### src/rtl/toggle_dec_pkg.sv
// ---------------------------------------------------------------------------
// toggle_dec_pkg
// Shared definitions for the toggle decoder:
//   - pend_state_e   : pending-event FSM states (EMPTY / HOLD / FULL)
//   - DEF_*          : default parameter constants for toggle_decoder
//   - pend_state_of  : maps a pending count onto its FSM state
// ---------------------------------------------------------------------------
package toggle_dec_pkg;

    typedef enum logic [1:0] {
        ST_EMPTY = 2'd0,
        ST_HOLD  = 2'd1,
        ST_FULL  = 2'd2
    } pend_state_e;

    localparam int   DEF_SYNC_STAGES = 2;
    localparam int   DEF_PEND_W      = 4;
    localparam int   DEF_CNT_W       = 8;
    localparam logic DEF_INIT_LVL    = 1'b0;

    // Classify a pending count: zero is EMPTY, the saturation value is FULL.
    function automatic pend_state_e pend_state_of(input int unsigned cnt,
                                                  input int unsigned max_cnt);
        pend_state_e st;
        if (cnt == 32'd0) begin
            st = ST_EMPTY;
        end else if (cnt >= max_cnt) begin
            st = ST_FULL;
        end else begin
            st = ST_HOLD;
        end
        return st;
    endfunction

endpackage

### src/rtl/toggle_sync.sv
// ---------------------------------------------------------------------------
// toggle_sync
// Multi-flop synchronizer bringing the asynchronous toggle level into clk.
// Ports:
//   clk     : clock
//   clr     : asynchronous active-low reset, stages load INIT_LVL
//   i_t_in  : asynchronous toggle level
//   o_sync  : synchronized level (SYNC_STAGES cycles behind i_t_in)
// ---------------------------------------------------------------------------
module toggle_sync #(
    parameter int   SYNC_STAGES = 2,
    parameter logic INIT_LVL    = 1'b0
) (
    input  logic clk,
    input  logic clr,
    input  logic i_t_in,
    output logic o_sync
);

    logic [SYNC_STAGES-1:0] r_sync;

    // Shift chain: bit 0 samples the raw input, the top bit is the output.
    always_ff @(posedge clk or negedge clr) begin
        if (!clr) begin
            r_sync <= {SYNC_STAGES{INIT_LVL}};
        end else begin
            r_sync <= {r_sync[SYNC_STAGES-2:0], i_t_in};
        end
    end

    assign o_sync = r_sync[SYNC_STAGES-1];

endmodule

### src/rtl/toggle_decoder.sv
// ---------------------------------------------------------------------------
// toggle_decoder
// Turns level changes of a remote toggle flip-flop into one-cycle event
// pulses, counts them, and queues them for a ready-driven consumer.
// Ports:
//   clk        : clock, all state on rising edge
//   clr        : asynchronous active-low reset
//   t_in       : toggle level from the remote tff (asynchronous)
//   evt_ready  : consumer accepts one pending event when evt_valid is high
//   ovf_clr    : synchronous clear of the sticky overflow flag
//   evt_pulse  : registered one-cycle pulse per decoded toggle
//   evt_valid  : at least one pending event
//   pend_cnt   : number of pending events (saturates at 2^PEND_W-1)
//   evt_total  : total decoded toggles, wraps modulo 2^CNT_W
//   ovf        : sticky flag, an event was lost to pending saturation
// Build option:
//   TOGGLE_DEC_GLITCH_FILTER_EN : adds one extra sample and only decodes
//   when the last two samples agree (filters single-cycle glitches).
// ---------------------------------------------------------------------------
module toggle_decoder
    import toggle_dec_pkg::*;
#(
    parameter int   SYNC_STAGES = DEF_SYNC_STAGES,
    parameter int   PEND_W      = DEF_PEND_W,
    parameter int   CNT_W       = DEF_CNT_W,
    parameter logic INIT_LVL    = DEF_INIT_LVL
) (
    input  logic              clk,
    input  logic              clr,
    input  logic              t_in,
    input  logic              evt_ready,
    input  logic              ovf_clr,
    output logic              evt_pulse,
    output logic              evt_valid,
    output logic [PEND_W-1:0] pend_cnt,
    output logic [CNT_W-1:0]  evt_total,
    output logic              ovf
);

    localparam logic [PEND_W-1:0] PEND_MAX = '1;

    logic              w_sync;
    logic              w_toggle;
    logic              w_hs;
    logic              w_ovf_set;
    logic [PEND_W-1:0] w_pend_nxt;
    pend_state_e       w_state_nxt;

    logic              r_ref;
    logic              r_pulse;
    logic              r_valid;
    logic              r_ovf;
    logic [PEND_W-1:0] r_pend;
    logic [CNT_W-1:0]  r_total;
    pend_state_e       r_state;

    toggle_sync #(
        .SYNC_STAGES (SYNC_STAGES),
        .INIT_LVL    (INIT_LVL)
    ) u_sync (
        .clk    (clk),
        .clr    (clr),
        .i_t_in (t_in),
        .o_sync (w_sync)
    );

`ifdef TOGGLE_DEC_GLITCH_FILTER_EN
    logic r_last;

    // One extra sample so a level must persist two cycles to count.
    always_ff @(posedge clk or negedge clr) begin
        if (!clr) begin
            r_last <= INIT_LVL;
        end else begin
            r_last <= w_sync;
        end
    end

    assign w_toggle = (w_sync == r_last) && (w_sync != r_ref);
`else
    assign w_toggle = (w_sync != r_ref);
`endif

    // A handshake can only happen while an event is actually pending.
    assign w_hs = r_valid & evt_ready;

    // Next pending count; a toggle in FULL without a handshake is lost.
    always_comb begin
        w_pend_nxt = r_pend;
        w_ovf_set  = 1'b0;
        if (w_toggle && !w_hs) begin
            if (r_state == ST_FULL) begin
                w_ovf_set = 1'b1;
            end else begin
                w_pend_nxt = r_pend + PEND_W'(1);
            end
        end else if (!w_toggle && w_hs) begin
            w_pend_nxt = r_pend - PEND_W'(1);
        end else begin
            w_pend_nxt = r_pend;
        end
        w_state_nxt = pend_state_of(32'(w_pend_nxt), 32'(PEND_MAX));
    end

    // Reference level follows the synchronized input on each decoded toggle.
    always_ff @(posedge clk or negedge clr) begin
        if (!clr) begin
            r_ref <= INIT_LVL;
        end else if (w_toggle) begin
            r_ref <= w_sync;
        end else begin
            r_ref <= r_ref;
        end
    end

    // Pending FSM with its registered outputs, event pulse, total and ovf.
    always_ff @(posedge clk or negedge clr) begin
        if (!clr) begin
            r_state <= ST_EMPTY;
            r_valid <= 1'b0;
            r_pend  <= '0;
            r_pulse <= 1'b0;
            r_total <= '0;
            r_ovf   <= 1'b0;
        end else begin
            r_state <= w_state_nxt;
            r_pend  <= w_pend_nxt;
            case (w_state_nxt)
                ST_EMPTY: r_valid <= 1'b0;
                ST_HOLD:  r_valid <= 1'b1;
                ST_FULL:  r_valid <= 1'b1;
                default:  r_valid <= 1'b0;
            endcase
            r_pulse <= w_toggle;
            if (w_toggle) begin
                r_total <= r_total + CNT_W'(1);
            end else begin
                r_total <= r_total;
            end
            // A new overflow wins over a simultaneous clear.
            if (w_ovf_set) begin
                r_ovf <= 1'b1;
            end else if (ovf_clr) begin
                r_ovf <= 1'b0;
            end else begin
                r_ovf <= r_ovf;
            end
        end
    end

    assign evt_pulse = r_pulse;
    assign evt_valid = r_valid;
    assign pend_cnt  = r_pend;
    assign evt_total = r_total;
    assign ovf       = r_ovf;

endmodule

### config.mk
export PLATFORM = sky130hd
export DESIGN_NAME = toggle_decoder
export DESIGN_NICKNAME = d
export VERILOG_FILES = /design/src/rtl/toggle_dec_pkg.sv /design/src/rtl/toggle_sync.sv /design/src/rtl/toggle_decoder.sv
export SDC_FILE = /design/constraint.sdc
export NUM_CORES = 1
export LEC_CHECK = 0
export CAP_MARGIN = 30
export CORE_MARGIN = 1
export CORE_UTILIZATION = 40
export CTS_CLUSTER_DIAMETER = 30
export DETAILED_ROUTE_END_ITERATION = 12
export GPL_TIMING_DRIVEN = 0
export PLACE_DENSITY_LB_ADDON = 0.15
export SYNTH_ARGS = -nofsm -noshare
export SYNTH_HDL_FRONTEND = slang
export SYNTH_SLANG_ARGS = --single-unit
### constraint.sdc
create_clock -name clk -period 2.1 [get_ports clk]
set_input_delay 0.315 -clock clk [delete_from_list [all_inputs] [get_ports clk]]
set_output_delay 0.315 -clock clk [all_outputs]
set_load 0.05 [all_outputs]
After elaboration in Yosys (flattened, before gate mapping)
Cells that the tools add are included.
Widths: inputs -> output; s select.
- bits in read-only memories: 0
- memories: 0
- output and inout bits: 15
- RAM bits: 0
- flip-flop bits (word level): 20
- latch bits: 0
- shifts and indexed selects: 0
- muxes and demuxes: 10
- order comparisons: 1
- multipliers: 0
- reductions and logical operators: 7
- divide/modulo/power cells: 0
- equal/unequal tests: 4
- add/sub/neg operators: 3
- bitwise logic cells: 1
- operator list (cell ; number):
    $mux 4 ; 3
    $add 8x1->8 const B ; 1
    $mux 1 ; 5
    $add 4x1->4 const B ; 1
    $eq 2x2->1 const B ; 2
    $ge 4x4->1 const B ; 1
    $logic_not 4->1 ; 1
    $mux 2 ; 2
    $sub 4x1->4 const B ; 1
    $eq 2x1->1 const B ; 1
    $logic_and 1x1->1 ; 2
    $logic_not 1->1 ; 2
    $reduce_bool 2->1 ; 1
    $reduce_or 2->1 ; 1
    $and 1x1->1 ; 1
    $ne 1x1->1 ; 1

Depth between registers and ports, before layout
- depth after elaboration: 11
- depth in mapped cells: 7

Modules after synthesis
A second synthesis with hierarchy kept.
- cell total of the unflattened synthesis: 85
- area total of the unflattened synthesis: 938.4 µm²
- by module, submodules not included (module ; instances ; area an instance (µm²) ; cells an instance):
    toggle_decoder ; 1 ; 888.4 ; 83
    toggle_sync ; 1 ; 50.0 ; 2

Worst setup path after synthesis
OpenSTA, ideal clock, no wires.
- path kind: register -> register
- from: register r_pend[0], in the netlist pend_cnt[0]
- to: register r_state[0]
- cell stages (with the launch flop): 8
- required time: 1.971 ns
- period minus slack after synthesis: 2.026 ns
- library setup time: 0.129 ns
- path slack: 0.074 ns
- path buffers: 1
- arrival time: 1.897 ns
- cell sequence: dfrtp_1 clkbuf_1 inv_1 ha_1 nor4_1 a31oi_1 a21oi_1 mux2i_1
- cells in the longest elaborated chain, start to end: 6
- elaborated cells between the ends (all ways): 9
- classes of those cells: add/sub: 2; order compare: 1; mux: 5; reduce/logical: 1
- RTL lines (item ; line ; source):
    start, declared ; toggle_decoder.sv:53 ; logic [PEND_W-1:0] r_pend;
    start signal, assigned ; toggle_decoder.sv:127 ; r_pend <= w_pend_nxt;
    $sub 4x1->4 or $add 4x1->4 (tied branches) ; toggle_decoder.sv:98, toggle_decoder.sv:95 ;
    $mux 4, on equally long branches ; toggle_decoder.sv:97, toggle_decoder.sv:92 ;
    $mux 4 (*) ; toggle_decoder.sv:91 ; if (w_toggle && !w_hs) begin
    $ge 4x4->1 ; toggle_dec_pkg.sv:27 ; end else if (cnt >= max_cnt) begin
    $mux 2 ; toggle_dec_pkg.sv:27 ;
    $mux 2 (*) ; toggle_dec_pkg.sv:25 ; if (cnt == 32'd0) begin
    named net w_state_nxt[0] ; toggle_decoder.sv:47 ; pend_state_e w_state_nxt;
    end signal, assigned ; toggle_decoder.sv:126 ; r_state <= w_state_nxt;
    end, declared ; toggle_decoder.sv:55 ; pend_state_e r_state;
Mark *: on every way through the listed nets, which the timed path passes. The rest lies on a longest branch.
A chain may end at the register's enable or synchronous reset.

Final worst setup path
- from: register r_pend[1], in the netlist pend_cnt[1]
- to: output port pend_cnt[1]
- RTL lines (item ; line ; source):
    end, declared ; toggle_decoder.sv:35 ; output logic [PEND_W-1:0] pend_cnt,
No word-level cell between the ends.

==> results.md <==
* DIE HEIGHT at 50.6 um
* Routed vias at ~690
* Internal power at between 900 and 1000 uW
* GPL Wtd Cong at around 0.8
* Core Area at around 2200 sq um
* Initial antenna violation count at 0
* Router iterations before antenna repair at 4
* Sequential area share after synthesis at 0.529
* Hold Buf Count CTS at 0
* Worst Clk Skew at about 0.57 ps
* Net Sw Frac at 0.482
* Max incr delay on CP at 850 ps
* Total CTS buffers at 3
* WP data arrival at 1640 ps
* Fin util at 0.540
* Fillers at 202
* Via-to-Cell Ratio at roughly 5.1
* Slew headroom at 0.429
* Yosys cell types at 32
* Total power at between 1500 and 2000 uW
* Startpoint Class: register
* Worst setup EP type: output pin
* Fin. max-slew vios at 0
* Largest net degree at the start of global routing at 21
* Wirelength per Cell at 12.0 um
* Final Net Count at roughly 120
* Final count of negative-setup-slack endpoints at 0
* Root buf cell: clkbuf_4
* Flop pwr share at 0.339
* Clk buf depth at 2
* Min cycle time layout at between 1500 and 2000 ps
* Share of cells above drive strength 1 at 0.102
* Num ports at 20
* First-pass GRT wire length at roughly 2900 um
* Post-cts resize count at 0
* Unrepaired setup endpoints after global routing: false
* CP delay by family, top: buffers and inverters
* Synth Register Bits at 20
* H-tree depth at 1
* Placed wire-length estimate at about 1200 um
* Cell taking the most area after synthesis: dfrtp_1
* Clk_lat worst skew at ~290 ps
* Post-CTS setup buffer count at 0
* Drt initial violations at 12
* Synth top area cells: dfrtp_1 53%, xnor2_1 7.4%, ha_1 4.0%
* Area Overhead vs Synth at 26.3%
* CP max-delay cell: clkdlybuf4s50_1
* Synth Net Count at 94
* Initial Util at 0.428
* CTS tree: done
* Worst Path Max Fanout at 9
* Total grt overflow at 0
* Peak Freq at 511 MHz
* CP Cell Sequence: clkdlybuf4s50_1
* Final Hold Violating Endpoints at 0
* Critical path type: reg -> out
* LEAKAGE at about 0.0005 uW
* Share of the synthesized area in the top cell type at 0.529
* Maximum vdd drop at between 700 and 800 uV
* Max-cap viol count at 0
* Post-route clock period utilization at 0.932
* Syn Area/Cell at 11.0 sq um
* Least-Margin Pin Slew at roughly 850 ps
* Switch Pwr at 903 uW
* Mapped Area at between 900 and 1000 sq um
* PortBufs at 19
* Gate power share at 0.569
* Synth Instances at 86
* Ant diodes at 0
* Routed wire length at between 1500 and 2000 um
* Drt drc at 0
* # rows at 17
* Fin Setup TNS at 0 ps
* Commonest cells after routing, fill and taps aside: 20 x dfrtp_1, 19 x clkdlybuf4s50_1, 10 x nand2_1, 8 x xnor2_1, 6 x nand4_1
* Hold WC Path Type: reg -> reg
* PwrDens at approximately 1600 nW/um^2
* Critical Path RT at roughly 1800 ps
* Ys Warns at 0
* Vias in the first global route at ~700
* Routed Antenna Nets at 0
* Die area at 2560 sq um
* Worst Path Buf+Inv at 1
* Chip width at roughly 51 um
* Clock-pin transition on the worst setup and hold timing paths at around 100 ps
* Clock power frac at 0.093
* Leading cell type in the layout, fill and taps excluded: dfrtp_1
* Overall Global Routing Usage at 0.157
* Outcome: finished clean
* TritonCTS Sinks at 20
state kept, by name (all words and copies together) (netlist names):
signal and flops:
r_state 2, ovf 1, evt_total 8, u_sync.r_sync 2, evt_pulse 1, r_ref 1, pend_cnt 4, evt_valid 1
power groups by stage:
| stage | clock, uW | sequential (uW) | combinational (uW) |
|---|---|---|---|
| 2_1_floorplan | 0 | 999 | 391 |
| 3_3_place_gp | 0 | 637 | 1050 |
| 3_5_place_dp | 0 | 645 | 1060 |
| 4_1_cts | 184 | 635 | 1070 |
| 5_1_grt | 204 | 664 | 1140 |
| 6_report | 174 | 634 | 1070 |
cell type report:
class | count | area, sq um | share of cell area
clock buffers | 3 | 22.5 | 0.0188
multi-input cells | 57 | 412 | 0.345
plain buffers | 3 | 12.5 | 0.0105
inverters | 6 | 22.5 | 0.0188
flip-flops and latches | 20 | 500 | 0.419
repair buffers | 19 | 190 | 0.159
well taps | 28 | 35.0 | 0.0293
routing by layer:
metal / global-route usage / share of wire
met3: 0.0303 / 0.046
met5: 0 / 0
met1: 0.184 / 0.45
met2: 0.269 / 0.49
met4: 0.0833 / 0.017
synth_stat cells:
cell type  instances
nand4_1            6
nand2_1           10
ha_1               3
clkbuf_1           3
nor3_1             1
nand2b_1           1
o31ai_1            1
and3_1             2
xnor2_1            8
and2_1             1
inv_1              5
a21oi_1            1
and4_1             1
or3_1              1
nand3_1            1
o21ai_0            2
dfrtp_1           20
nand3_2            1
o22ai_2            1
a31o_2             1
o211ai_2           1
a31oi_1            1
xnor2_2            2
nor4_1             2
mux2i_1            1
o211ai_1           1
nor2_1             2
inv_2              1
o21a_1             1
or4_1              1
nor2b_1            2
o32ai_1            1
kinds of logic after synthesis:
family | after synthesis | share of synthesized area
flip-flops | 20 | 0.529
AO/OA/AOI/OAI | 11 | 0.0913
multiplexers | 1 | 0.0106
AND/OR/NAND/NOR | 32 | 0.185
buffers and inverters | 9 | 0.0357
adder cells (fa/ha/maj) | 3 | 0.0397
XOR/XNOR | 10 | 0.108
metrics by stage:
step | setup slack, ps | std cells | hold slack (ps) | instance area [sq um]
floorplan | 74.1 | 86 | 19.4 | 946
global placement | 96.4 | 133 | 335 | 1170
detailed placement | 66.9 | 133 | 338 | 1170
CTS | 137 | 136 | 372 | 1190
global route | 49.1 | 136 | 395 | 1190
finish | 144 | 136 | 372 | 1190
path summary, 6_finish.rpt:
kind,from,slack (ps),endpoint,depth (start not counted)
worst min register to register,u_sync.r_sync[0],370,u_sync.r_sync[1],0
worst max register to register,pend_cnt[0],260,r_state[1],7
worst min-delay path,u_sync.r_sync[0],370,u_sync.r_sync[1],0
max in group asynchronous,clr,1080,pend_cnt[2],1
min in group asynchronous,clr,500,evt_total[7],1
worst max-delay path,pend_cnt[1],140,pend_cnt[1],1
No activity file was read; power rests on OpenSTA's default activity.
